$ cat src/rtl/ahb_dcd_pkg.sv
// Shared constants for the AHB-Lite decoder/response mux: HTRANS codes,
// default-slave state encoding and the default region-tag table.
package ahb_dcd_pkg;

  localparam logic [1:0] HT_IDLE   = 2'b00;
  localparam logic [1:0] HT_BUSY   = 2'b01;
  localparam logic [1:0] HT_NONSEQ = 2'b10;
  localparam logic [1:0] HT_SEQ    = 2'b11;

  typedef enum logic [1:0] {
    StIdle = 2'd0,
    StErr1 = 2'd1,
    StErr2 = 2'd2
  } ds_state_e;

  localparam int unsigned DFLT_NUM_SLV = 8;
  localparam int unsigned DFLT_TAG_W   = 12;

  // Entry 0 sits in the LSBs.
  localparam logic [DFLT_NUM_SLV*DFLT_TAG_W-1:0] DFLT_SLV_BASE = {
    12'hA00, 12'h900, 12'h404, 12'h403, 12'h402, 12'h401, 12'h400, 12'h000
  };

endpackage

$ cat src/rtl/ahb_default_slave.sv
// Built-in default slave: answers unmapped NONSEQ/SEQ transfers with the
// two-cycle AHB ERROR response; all outputs are registered.
module ahb_default_slave
  import ahb_dcd_pkg::*;
(
  input  logic       clk,
  input  logic       rst_n,
  input  logic       hready,
  input  logic [1:0] htrans,
  input  logic       dflt_hit,
  output logic       hreadyout,
  output logic       hresp,
  output logic       err_pulse
);

  ds_state_e state;
  logic      accept_err;

  assign accept_err = hready && dflt_hit && ((htrans == HT_NONSEQ) || (htrans == HT_SEQ));

  always_ff @(posedge clk or negedge rst_n) begin
    if (!rst_n) begin
      state     <= StIdle;
      hreadyout <= 1'b1;
      hresp     <= 1'b0;
      err_pulse <= 1'b0;
    end else begin
      unique case (state)
        StErr1: begin
          state     <= StErr2;
          hreadyout <= 1'b1;
          hresp     <= 1'b1;
          err_pulse <= 1'b0;
        end
        StIdle, StErr2: begin
          // ERR2 may chain straight into another error without an IDLE cycle.
          if (accept_err) begin
            state     <= StErr1;
            hreadyout <= 1'b0;
            hresp     <= 1'b1;
            err_pulse <= 1'b1;
          end else begin
            state     <= StIdle;
            hreadyout <= 1'b1;
            hresp     <= 1'b0;
            err_pulse <= 1'b0;
          end
        end
        default: begin
          state     <= StIdle;
          hreadyout <= 1'b1;
          hresp     <= 1'b0;
          err_pulse <= 1'b0;
        end
      endcase
    end
  end

endmodule

$ cat src/rtl/ahb_dcd_mux.sv
// AHB-Lite address decoder and slave-response multiplexer with default slave.
// Optional unmapped-address capture (ERR_ADDR/ERR_VLD) under AHB_DCD_ERR_CAPTURE_EN.
module ahb_dcd_mux
  import ahb_dcd_pkg::*;
#(
  parameter int unsigned NUM_SLV   = 8,
  parameter int unsigned ADDR_W    = 32,
  parameter int unsigned DATA_W    = 32,
  parameter int unsigned RGN_SHIFT = 20,
  parameter logic [NUM_SLV*(ADDR_W-RGN_SHIFT)-1:0] SLV_BASE = DFLT_SLV_BASE
) (
  input  logic                      HCLK,
  input  logic                      HRESETn,
  input  logic [ADDR_W-1:0]         HADDR,
  input  logic [1:0]                HTRANS,
  input  logic                      HREADY,
  output logic [NUM_SLV-1:0]        HSEL,
  input  logic [NUM_SLV*DATA_W-1:0] HRDATA_S,
  input  logic [NUM_SLV-1:0]        HREADYOUT_S,
  input  logic [NUM_SLV-1:0]        HRESP_S,
  output logic [DATA_W-1:0]         HRDATA,
  output logic                      HREADYOUT,
  output logic                      HRESP,
`ifdef AHB_DCD_ERR_CAPTURE_EN
  output logic [ADDR_W-1:0]         ERR_ADDR,
  output logic                      ERR_VLD,
`endif
  output logic                      DCD_ERR
);

  localparam int unsigned TAG_W = ADDR_W - RGN_SHIFT;
  localparam int unsigned IDX_W = (NUM_SLV > 1) ? $clog2(NUM_SLV) : 1;

  logic [TAG_W-1:0]  tag;
  logic [IDX_W-1:0]  hit_idx;
  logic              dflt_hit;
  logic [IDX_W-1:0]  dp_idx_q;
  logic              dp_dflt_q;
  logic [DATA_W-1:0] slv_rdata;
  logic              slv_ready;
  logic              slv_resp;
  logic              ds_hreadyout;
  logic              ds_hresp;
  logic              unused_addr;

  assign tag         = HADDR[ADDR_W-1:RGN_SHIFT];
  assign unused_addr = ^HADDR[RGN_SHIFT-1:0];

  // First matching entry wins, so overlapping regions resolve to the lowest index.
  always_comb begin
    HSEL     = '0;
    dflt_hit = 1'b1;
    hit_idx  = '0;
    for (int unsigned i = 0; i < NUM_SLV; i++) begin
      if (dflt_hit && (tag == SLV_BASE[i*TAG_W +: TAG_W])) begin
        dflt_hit = 1'b0;
        hit_idx  = IDX_W'(i);
        HSEL[i]  = 1'b1;
      end
    end
  end

  always_ff @(posedge HCLK or negedge HRESETn) begin
    if (!HRESETn) begin
      dp_dflt_q <= 1'b1;
      dp_idx_q  <= '0;
    end else if (HREADY) begin
      dp_dflt_q <= dflt_hit;
      dp_idx_q  <= hit_idx;
    end
  end

  always_comb begin
    slv_rdata = '0;
    slv_ready = 1'b1;
    slv_resp  = 1'b0;
    for (int unsigned i = 0; i < NUM_SLV; i++) begin
      if (dp_idx_q == IDX_W'(i)) begin
        slv_rdata = HRDATA_S[i*DATA_W +: DATA_W];
        slv_ready = HREADYOUT_S[i];
        slv_resp  = HRESP_S[i];
      end
    end
  end

  assign HRDATA    = dp_dflt_q ? '0 : slv_rdata;
  assign HREADYOUT = dp_dflt_q ? ds_hreadyout : slv_ready;
  assign HRESP     = dp_dflt_q ? ds_hresp : slv_resp;

  ahb_default_slave u_default_slave (
    .clk       (HCLK),
    .rst_n     (HRESETn),
    .hready    (HREADY),
    .htrans    (HTRANS),
    .dflt_hit  (dflt_hit),
    .hreadyout (ds_hreadyout),
    .hresp     (ds_hresp),
    .err_pulse (DCD_ERR)
  );

`ifdef AHB_DCD_ERR_CAPTURE_EN
  logic err_start;

  // The default slave holds hreadyout low only in ERR1, the one state that ignores new transfers.
  assign err_start = HREADY && dflt_hit && ds_hreadyout &&
                     ((HTRANS == HT_NONSEQ) || (HTRANS == HT_SEQ));

  always_ff @(posedge HCLK or negedge HRESETn) begin
    if (!HRESETn) begin
      ERR_ADDR <= '0;
      ERR_VLD  <= 1'b0;
    end else if (err_start) begin
      ERR_ADDR <= HADDR;
      ERR_VLD  <= 1'b1;
    end
  end
`else
  // Capture disabled: no error-address state.
`endif

endmodule
$ cat config.mk
export PLATFORM = sky130hd
export DESIGN_NAME = ahb_dcd_mux
export DESIGN_NICKNAME = d
export VERILOG_FILES = /design/src/rtl/ahb_dcd_pkg.sv /design/src/rtl/ahb_default_slave.sv /design/src/rtl/ahb_dcd_mux.sv
export SDC_FILE = /design/constraint.sdc
export NUM_CORES = 1
export LEC_CHECK = 0
export ABC_AREA = 1
export CORE_AREA = 4 4 134 136
export CTS_BUF_LIST = sky130_fd_sc_hd__clkbuf_4
export CTS_CLUSTER_SIZE = 10
export DETAILED_ROUTE_END_ITERATION = 8
export DIE_AREA = 0 0 138 140
export GPL_TIMING_DRIVEN = 1
export PLACE_DENSITY_LB_ADDON = 0.15
export SLEW_MARGIN = 10
export SYNTH_ARGS = -nofsm -noshare
export SYNTH_HDL_FRONTEND = slang
export SYNTH_SLANG_ARGS = --single-unit
$ cat constraint.sdc
create_clock -name HCLK -period 3.6 [get_ports HCLK]
set_input_delay 0.54 -clock HCLK [delete_from_list [all_inputs] [get_ports HCLK]]
set_output_delay 0.54 -clock HCLK [all_outputs]
set_load 0.1 [all_outputs]
## Word-level counts from Yosys, hierarchy flattened

Index checks and enable logic that the tools add are counted.

- Bits in registers: 9
- Input port bits: 309

- Equal/unequal tests: 18
- Muxes and demuxes: 57
- Reduce and logical (&&, ||, !) cells: 14

Operators by type and width:

| cell | number |
|---|---|
| 2-to-1 mux 32 bit | 9 |
| == test 12 x 11 -> 1 bit (second input constant) | 5 |
| 2-to-1 mux 1 bit | 40 |
| == test 12 bit (second input constant) | 2 |
| 2-to-1 mux 3 bit | 6 |
| == test 3 bit (second input constant) | 4 |
| zero test 12 bit | 1 |
| logical AND 1 bit | 9 |
| == test 2 bit (second input constant) | 3 |
| == test 3 x 2 -> 1 bit (second input constant) | 2 |
| case mux 2 bit (2 select lines) | 1 |
| == test 3 x 1 -> 1 bit (second input constant) | 1 |
| zero test 3 bit | 1 |
| == test 2 x 1 -> 1 bit (second input constant) | 1 |
| zero test 2 bit | 1 |
| case mux 1 bit (2 select lines) | 1 |
| OR reduction 2 bit | 1 |
| logical OR 1 bit | 1 |

## Longest topological paths before layout

- Depth after elaboration: 20
- Depth in mapped cells: 11

## Cells and area by module

From an unflattened synthesis, not the netlist that was laid out.

- Cell total of the unflattened synthesis: 605
- Area, all modules: 2797.7 um2

Modules (own cells, without submodules):

| module | instances | cells each | area each (um2) |
|---|---|---|---|
| ahb_dcd_mux | 1 | 591 | 2651.3 |
| ahb_default_slave | 1 | 14 | 146.4 |

## Least setup slack after synthesis

OpenSTA, ideal clock, no wires.

- Path type: register -> output
- From: register dp_idx_q[0]
- To: output HRDATA[17]
- Arrival: 2629 ps
- Required time: 3060 ps
- Setup slack: 431 ps
- Stages on the path, launching flop included: 7
- Cell sequence: dfrtp_1 inv_2 nand3_1 inv_1 clkbuf_1 a21oi_1 a21oi_1

- Cells in the longest elaborated chain, start to end: 10
- Elaborated cells on any way between the ends: 17

Ends and longest elaborated chain:

| what | RTL line | RTL |
|---|---|---|
| from (decl) | ahb_dcd_mux.sv:37 | `logic [IDX_W-1:0] dp_idx_q;` |
| from (signal assigned) | ahb_dcd_mux.sv:69 | `dp_idx_q <= hit_idx;` |
| zero test 3 bit | ahb_dcd_mux.sv:78 | `if (dp_idx_q == IDX_W'(i)) begin` |
| 2-to-1 mux 32 bit (7 in series) | ahb_dcd_mux.sv:78 |  |
| 2-to-1 mux 32 bit * | ahb_dcd_mux.sv:78 |  |
| 2-to-1 mux 32 bit * | ahb_dcd_mux.sv:86 | `assign HRDATA = dp_dflt_q ? '0 : slv_rdata;` |
| to (decl) | ahb_dcd_mux.sv:21 | `output logic [DATA_W-1:0] HRDATA,` |

Every way passes the cells marked *; elsewhere a longest branch is shown, timed or not.

## Final worst setup path

- From: register dp_idx_q[2]
- To: output HRDATA[26]

The elaborated chain is that of the path after synthesis.

==> flow_summary.json <==
{
  "result_of_the_run": "completed",
  "final_antenna_net_count": 0,
  "min_to": "u_default_slave.state[1]",
  "die_w_um": 138,
  "cts-root-to-sink-buffers": 2,
  "yosys.area_share.simple_pct": 61.7,
  "yosys_register_bits": 8,
  "post_cts.resized_instances": 0,
  "worst_skew_pair.late_latency_ns": 0.25,
  "timing.hold.worst.start": "u_default_slave.state[1]",
  "worst_hold_path.num_cells": 1,
  "instances_no_fill": 1117,
  "timing_worst_slew_pin_value_ns": 1.00,
  "detail_route.wirelength_mm": 20.0,
  "fin_total_pwr_mw": 1.22,
  "synth.cell_area_um2": 2670,
  "postLayoutSetupSlackWorst_ns": 0.677,
  "cts.repair_timing.setup_buffer_count": 0,
  "final_hold_viol_count": 0,
  "syn2layout_area_growth_pct": 146,
  "grt_first_pass_wirelength_mm": 29.1,
  "cellPowerDensity_nw_per_um2": 186,
  "yosys-mux-area-fraction_pct": 0,
  "drtPass1Iterations": 4,
  "grt_max_degree": 37,
  "average_instance_area_after_synthesis_um2": 4.62,
  "cp.arrival_ns": 2.38,
  "power_leakage_nw": 2.96,
  "initial_core_util_pct": 15.7,
  "critical_path_class": "reg -> out",
  "critical_path.reg2reg.startpoint": "dp_dflt_q",
  "synth_cells": 577,
  "total_vias_in_the_final_route": 4784,
  "place_inst": 1113,
  "critPathRequiredTime_ns": 3.06,
  "power.ir.vdd_worst_uv": 66.3,
  "fraction_of_the_mapped_netlist_area_in_compound_gates_pct": 17.2,
  "post-route-drc-count": 0,
  "crit_start": "dp_idx_q[2]",
  "synth_fp_nets": 886,
  "globalRouteTotalUtil_pct": 19.3,
  "num-nets-final": 1202,
  "synth_xor_xnor_area_share_pct": 0,
  "max_cap_violation_count": 0,
  "rsz0062_at_grt": "no",
  "ff2ff_setup_slack_ns": 2.68,
  "grt_overflow_total": 0,
  "regToRegEndpoint": "dp_dflt_q",
  "cp-start-kind": "flop",
  "clkTransAtPathRegs_ns": 0.05,
  "worstPathMaxFanout": 31,
  "r2r_cells": 2,
  "layout.cells.most_common": "sky130_fd_sc_hd__clkdlybuf4s50_1",
  "grt_antenna_before_repair": 1,
  "fillCellCount": 1842,
  "h_tree_depth": 1,
  "slew_violations": 0,
  "vias_per_cell": 4.28,
  "dpl_cell_area_um2": 6530,
  "cts_root_buf": "sky130_fd_sc_hd__clkbuf_4",
  "number_of_global_route_vias_before_repair": 4707,
  "drt_iter0_markers": 273,
  "slew_headroom_pct": 33.1,
  "clock.fmax_ghz": 0.342,
  "post_route_cells_drive_above_1_share_pct": 8.87,
  "design.portCount": 352,
  "setup_viol": 0,
  "post_synth_adder_cell_area_pct": 0,
  "place_hpwl_mm": 16.5,
  "skew_ns": 0.0000552,
  "detail_route.wl_per_cell_um": 17.9,
  "timing.setup.tns_ns": 0,
  "cts_tree": "built",
  "hold_ws_ns": 0.415,
  "period_minus_slack_ns": 2.92,
  "cts-buffers-inserted": 3,
  "floorplan.rows": 48,
  "multi_input_area_um2": 2110,
  "setup.worst_path.end_class": "output port",
  "synth_top_family_by_area": "simple AND/OR/NAND/NOR gates",
  "synth.yosys.warnings": 0,
  "synth_seq_area_share_pct": 7.60,
  "hold_buffers": 0,
  "fp.coreArea_um2": 16900,
  "final_core_utilization_pct": 38.7,
  "place.port_buffers": 330,
  "sequential_cell_area_um2": 203,
  "finish.instance_area_um2": 6550,
  "die_h_um": 140,
  "placement.setup.worst_slack_ns": 0.891,
  "gp_congestion": 0.900,
  "commonest_non_fill_non_tap_cells_in_the_layout": "sky130_fd_sc_hd__clkdlybuf4s50_1 (288), sky130_fd_sc_hd__nand2_1 (223), sky130_fd_sc_hd__nor2_1 (76), sky130_fd_sc_hd__a21oi_1 (71), sky130_fd_sc_hd__inv_1 (53)",
  "yosysUniqueCellTypes": 21,
  "die_outline_area_um2": 19300,
  "cts.sink_count": 8,
  "fraction_of_the_cycle_the_final_worst_path_needs_pct": 81.2,
  "hold_path.class": "reg -> reg"
}
==> how the worst max path moves through the flow <==
stage            endpoint  slack [ns]  cells after the start
2_1_floorplan  HRDATA[17]        0.43                      6
3_3_place_gp   HRDATA[18]        0.89                      9
3_5_place_dp   HRDATA[18]        0.89                      9
4_1_cts        HRDATA[17]        0.61                     10
5_1_grt        HRDATA[17]        0.44                     10
6_report       HRDATA[26]        0.68                     10
==> flip-flops by register name, summed over array words and instances, names as in the netlist <==
register,count
u_default_slave.err_pulse,1
dp_idx_q,3
dp_dflt_q,1
u_default_slave.hreadyout,1
u_default_slave.hresp,1
u_default_slave.state,1
==> worst max-delay path, cell delays in order (launching register included) <==
cell                      delay (ns)
sky130_fd_sc_hd__dfrtp_1        0.45
sky130_fd_sc_hd__inv_2          0.15
sky130_fd_sc_hd__nand3_1        0.14
sky130_fd_sc_hd__inv_2          0.51
sky130_fd_sc_hd__nand2_1        0.10
sky130_fd_sc_hd__nand2_1        0.09
sky130_fd_sc_hd__a21oi_1        0.05
sky130_fd_sc_hd__nand3_1        0.08
sky130_fd_sc_hd__nand2_1        0.08
sky130_fd_sc_hd__a21oi_1        0.24
sky130_fd_sc_hd__buf_12         0.21
==> layer usage <==
metal	global-route usage, %	vias up	routed length, um
met5	0	-	0
met4	2.24	0	176
met3	3.89	8	1280
met2	36.8	201	10500
met1	22.9	2098	8030
li1	-	2477	-
==> synth_stat cells <==
| master | count | share of area (%) |
|---|---|---|
| sky130_fd_sc_hd__nand2_1 | 223 | 31 |
| sky130_fd_sc_hd__nor2_1 | 76 | 11 |
| sky130_fd_sc_hd__a21oi_1 | 71 | 13 |
| sky130_fd_sc_hd__inv_1 | 53 | 7.5 |
| sky130_fd_sc_hd__nand3_1 | 48 | 9.0 |
| sky130_fd_sc_hd__nand4_1 | 26 | 6.1 |
| sky130_fd_sc_hd__buf_2 | 15 | 2.8 |
| sky130_fd_sc_hd__clkbuf_1 | 12 | 1.7 |
| sky130_fd_sc_hd__o21ai_0 | 10 | 1.9 |
| sky130_fd_sc_hd__or2_2 | 10 | 2.3 |
| sky130_fd_sc_hd__inv_2 | 8 | 1.1 |
| sky130_fd_sc_hd__dfrtp_1 | 6 | 5.6 |
| sky130_fd_sc_hd__o22ai_1 | 6 | 1.4 |
| sky130_fd_sc_hd__buf_1 | 3 | 0.42 |
| sky130_fd_sc_hd__a22oi_1 | 2 | 0.56 |
| sky130_fd_sc_hd__dfstp_2 | 2 | 2.0 |
| sky130_fd_sc_hd__nor3_1 | 2 | 0.38 |
| sky130_fd_sc_hd__and3b_1 | 1 | 0.33 |
| sky130_fd_sc_hd__nor3_2 | 1 | 0.38 |
| sky130_fd_sc_hd__nor3_4 | 1 | 0.61 |
| sky130_fd_sc_hd__nor3b_2 | 1 | 0.47 |
==> report_power, final <==
| group | switching [mW] | leakage (nW) | total (mW) | internal (mW) |
|---|---|---|---|---|
| sequential | 0.00557 | 0.0974 | 0.103 | 0.0970 |
| combinational | 0.550 | 2.85 | 1.05 | 0.499 |
| clock | 0.0277 | 0.0138 | 0.0656 | 0.0380 |
==> logic make-up (layout without fill, tap and decap cells) <==
kind of cell           after synthesis  count (layout)
and+or+nand+nor                    389             389
buffers and inverters               91             405
AOI/OAI and AO/OA                   89              89
DFF                                  8               8
other                                0               1
==> cell type report <==
class / count / share of cell area [%]
sequential: 8 / 3.09
antenna: 1 / 0.0382
inverter: 61 / 3.49
multi-input combinational: 478 / 32.2
timing repair buffer: 341 / 56.5
tap: 225 / 4.30
clock buffer: 3 / 0.344
No activity file was read; power rests on OpenSTA's default activity.
